`src/rtl/x_string_generator.sv`:
```
// Streams a captured signed-digit operand MSB-first as 4-digit slices, tagged with STATES.
// Optional build macro XSG_CANON_EN: canonicalize (1,1) digit pairs to (0,0) at load time.
module x_string_generator #(
  parameter int NUM_SLICES = 4,
  parameter int CNT_W      = 4
) (
  input  logic                    clk,
  input  logic                    reset,
  input  logic                    start,
  input  logic [4*NUM_SLICES-1:0] x_plus_in,
  input  logic [4*NUM_SLICES-1:0] x_minus_in,
  input  logic                    write_enable,
  output logic [3:0]              x_plus,
  output logic [3:0]              x_minus,
  output logic [1:0]              STATES,
  output logic                    busy,
  output logic                    done
);

  localparam int W = 4 * NUM_SLICES;

  typedef enum logic [1:0] {
    IDLE   = 2'b00,
    STREAM = 2'b01,
    PAUSE  = 2'b10,
    LAST   = 2'b11
  } state_t;

  state_t           state_q, state_n;
  logic [CNT_W-1:0] idx_q, idx_n;
  logic [W-1:0]     plus_q, plus_n, minus_q, minus_n;
  logic [W-1:0]     plus_ld, minus_ld, plus_sh, minus_sh;
  logic [3:0]       x_plus_n, x_minus_n;
  logic             done_n;

`ifdef XSG_CANON_EN
  assign plus_ld  = x_plus_in & ~x_minus_in;
  assign minus_ld = x_minus_in & ~x_plus_in;
`else
  assign plus_ld  = x_plus_in;
  assign minus_ld = x_minus_in;
`endif

  // The presented slice always sits at the top of the operand; advancing shifts the next one up.
  assign plus_sh  = plus_q << 4;
  assign minus_sh = minus_q << 4;

  always_comb begin
    state_n   = state_q;
    idx_n     = idx_q;
    plus_n    = plus_q;
    minus_n   = minus_q;
    x_plus_n  = x_plus;
    x_minus_n = x_minus;
    done_n    = 1'b0;
    case (state_q)
      IDLE: begin
        x_plus_n  = 4'h0;
        x_minus_n = 4'h0;
        if (start) begin
          plus_n    = plus_ld;
          minus_n   = minus_ld;
          idx_n     = CNT_W'(NUM_SLICES - 1);
          x_plus_n  = plus_ld[W-1 -: 4];
          x_minus_n = minus_ld[W-1 -: 4];
          state_n   = (NUM_SLICES == 1) ? LAST : STREAM;
        end
      end
      STREAM: begin
        if (write_enable) begin
          plus_n    = plus_sh;
          minus_n   = minus_sh;
          idx_n     = idx_q - CNT_W'(1);
          x_plus_n  = plus_sh[W-1 -: 4];
          x_minus_n = minus_sh[W-1 -: 4];
          state_n   = (idx_q == CNT_W'(1)) ? LAST : STREAM;
        end else begin
          state_n = PAUSE;
        end
      end
      PAUSE: begin
        if (write_enable) begin
          state_n = STREAM;
        end
      end
      LAST: begin
        if (write_enable) begin
          state_n   = IDLE;
          done_n    = 1'b1;
          x_plus_n  = 4'h0;
          x_minus_n = 4'h0;
        end
      end
      default: begin
        state_n   = IDLE;
        x_plus_n  = 4'h0;
        x_minus_n = 4'h0;
      end
    endcase
  end

  always_ff @(posedge clk) begin
    if (reset) begin
      state_q <= IDLE;
      idx_q   <= '0;
      plus_q  <= '0;
      minus_q <= '0;
      x_plus  <= 4'h0;
      x_minus <= 4'h0;
      done    <= 1'b0;
    end else begin
      state_q <= state_n;
      idx_q   <= idx_n;
      plus_q  <= plus_n;
      minus_q <= minus_n;
      x_plus  <= x_plus_n;
      x_minus <= x_minus_n;
      done    <= done_n;
    end
  end

  assign STATES = state_q;
  assign busy   = (state_q != IDLE);

endmodule

```
`config.mk`:
```
export PLATFORM = sky130hd
export DESIGN_NAME = x_string_generator
export DESIGN_NICKNAME = d
export VERILOG_FILES = /design/src/rtl/x_string_generator.sv
export SDC_FILE = /design/constraint.sdc
export NUM_CORES = 1
export LEC_CHECK = 0
export BUFFER_PORTS_ARGS = -buffer_cell sky130_fd_sc_hd__buf_2
export CAP_MARGIN = 20
export CORE_MARGIN = 10
export CORE_UTILIZATION = 53
export CTS_BUF_LIST = sky130_fd_sc_hd__clkbuf_8
export CTS_CLUSTER_DIAMETER = 50
export DETAILED_ROUTE_END_ITERATION = 16
export PLACE_DENSITY = 0.87
export SYNTH_ARGS = -nofsm -noshare
export SYNTH_HDL_FRONTEND = slang
export SYNTH_SLANG_ARGS = --single-unit
```
`constraint.sdc`:
```
create_clock -name clk -period 1.73 [get_ports clk]
set_clock_uncertainty 0.05 [all_clocks]
set_input_delay 0.346 -clock clk [delete_from_list [all_inputs] [get_ports clk]]
set_output_delay 0.346 -clock clk [all_outputs]
set_load 0.1 [all_outputs]
```
==> results.md <==
* Antenna violations before repair at 0
* Critical path endpoint category: output pin
* Num CTS Buffers at 5
* Root Buffer: clkbuf_8
* Final Worst Setup Slack at 0.0607 ns
* DP Worst Slack at -0.0272 ns
* Post-DRT Antenna Nets at 0
* Most frequent cells in the layout: buf_2, dfxtp_1, nand2_1
* Initial Util at between 50 and 60%
* Rows at 20
* All-Layer GR Usage at 14.7%
* DRC at 0
* Hold Crit Class: input pin to register
* Vias/cell at 5.49
* Remaining Overflow, GRT at 0
* P&R area growth vs syn at 21.9%
* Count of final setup violators at 0
* CTS H-tree depth at 2
* Arrival time worst endpoint at 1.27 ns
* FF-to-FF End: minus_q[5]
* Final Max Tran Viols at 0
* Die H at approximately 77 µm
* Share of cells above drive strength 1 at 35.1%
* WHS Path Cells at 3
* Placed Cells at 278
* Design area at 2110 µm²
* Multi-input logic area at between 800 and 900 µm²
* Slew HR at 56.9%
* Power Density at 1080 nW/µm²
* I/O Pins at 48
* Vias at 1569
* Worst-margin pin slew at 0.647 ns
* First-pass GRT wire length at approximately 7.2 mm
* Clock transition at path regs at 0.07 ns
* CTS tree: built
* Syn avg cell area at 8.69 µm²
* Min-Delay Endpoint: minus_q[0]
* DR iter-0 viols at approximately 130
* Vias in the first global route at 1535
* Average wire per standard cell at around 15 µm
* CP max FO at 10
* R2r setup slk at 0.11 ns
* Final Hold Fails at 0
* Core Region at 3080 µm²
* VDD IR max at 0.000637 V
* Post-DP HPWL at roughly 3.1 mm
* Leakage power at 0.959 nW
* Largest net degree at the start of global routing at 33
* FILL cells at 269
* Port Buf Inserts at 47
* Diodes inserted at 0
* Synthesized cell area at 1730 µm²
* Distinct cells, synth at 27
* Status: finished, final reports clean
* Final Cycle Share at 96.5%
* WL final at between 4 and 5 mm
* WP data required at roughly 1.3 ns
* Number of max-cap violations at 0
* Ys Warns at 0
* Die Area at between 5000 and 6000 µm²
* Synth Net Count at 237
* Clock Sinks at 39
* Crit. Startpoint: STATES[0]
* Critical R2R Launch: STATES[1]
* Worst Min Path Start: x_minus_in[0]
* Detailed Routing Iterations Pass 1 at 5
* CTS Hold Buffers Added at 0
* Fin crit period at between 1.5 and 2 ns
* RD Place Congestion at ~0.8
* Critical path startpoint category: register
* Worst skew pair latency at 0.29 ns
* RSZ-0062 raised after global routing: no
* Die X at 77.1 µm
* Cells after Synth at 199
* Most common cell after layout, fill and taps aside: buf_2
* Critical path class: register to output pin
* CTS Buffer Depth at 2
* #FFs+latches synth at 39
* Peak Freq at 599 MHz
* Sequential Area at roughly 800 µm²
* Fin nets at 280
* FF-to-FF path depth at 2
* Dpl cell area at 2010 µm²
* Fin cells at 286
* Seq/Total Area, Yosys at 45.2%
==> logic make-up (layout without fill, tap and decap cells) <==
group | after synthesis | after routing | synth area share (%)
AOI/OAI and AO/OA | 73 | 73 | 30.3
xor gates and xnor gates | 1 | 1 | 0.507
adders and majority gates | 2 | 2 | 1.45
buffers and inverters | 36 | 79 | 8.97
DFF | 39 | 39 | 45.2
muxes | 1 | 1 | 0.579
and+or+nand+nor | 47 | 47 | 13.0
==> what timing repair did <==
| item | in CTS | in global routing |
|---|---|---|
| endpoints found under the setup margin | 6 | 0 |
| setup buffers | 1 | 0 |
| gates resized for setup | 2 | 0 |
==> worst max path at each step <==
stage	cells past startpoint	to	slack, ns
detailed placement	4	minus_q[11]	-0.03
finish	4	busy	0.06
global placement	4	plus_q[11]	0.03
CTS	4	busy	0.06
global route	4	busy	0.01
floorplan	4	busy	-0.06
==> cell usage after synthesis <==
library cell	n	share of area [%]
dfxtp_1	39	45
nand2_1	34	7.4
a21oi_1	28	8.1
inv_1	19	4.1
o221a_2	16	10
o21ai_0	10	2.9
a21o_1	9	3.9
a221oi_1	9	4.6
buf_2	7	2.0
clkbuf_1	7	1.5
ha_1	2	1.4
nand2b_1	2	0.72
nor2_1	2	0.43
or3_1	2	0.72
a211oi_1	1	0.43
and3b_1	1	0.51
buf_1	1	0.22
buf_4	1	0.43
buf_6	1	0.65
mux2i_1	1	0.58
nor3b_1	1	0.43
nor3b_2	1	0.72
or2_2	1	0.36
or3b_1	1	0.51
or4_4	1	0.65
or4b_2	1	0.58
xor2_1	1	0.51
==> report_power, final <==
group | switching [W] | internal (W)
Sequential | 0.0000643 | 0.000988
Combinational | 0.000396 | 0.000204
Clock | 0.000305 | 0.000313
==> flip-flops by register name, summed over array words and instances, names as in the netlist <==
signal,count
STATES,2
done,1
idx_q,4
minus_q,12
plus_q,12
x_minus,4
x_plus,4
==> per-stage QoR <==
step	utilization [%]	TNS, ns	total power [W]	hold slack (ns)
after floorplan	-	-0.0645	0.00153	0.402
after global placement	65.2	0	0.00165	0.409
after detailed placement	65.2	-0.235	0.00166	0.412
after CTS	68.5	0	0.00229	0.225
after global routing	68.5	0	0.00239	0.225
final	68.5	0	0.00227	0.237
==> final cells by class <==
cell class | count | area share [%]
timing repair buffer | 53 | 14.1
tap | 44 | 2.61
sequential | 39 | 37.4
clock buffer | 6 | 3.92
inverter | 19 | 3.56
clock inverter | 1 | 0.238
multi-input combinational | 124 | 38.1
==> critical path: stages, from the launching register on <==
cell and delay (ns):
dfxtp_4 0.38, buf_4 0.18, nor2_4 0.13, clkinvlp_4 0.12
buf_12 0.17
==> layer usage <==
layer  global-route usage (%)  share of wire [%]
met5                        0                  0
met4                     6.39                1.7
met3                     6.29                7.6
met2                     22.9                 47
met1                     17.0                 43
No activity file was read; power rests on OpenSTA's default activity.
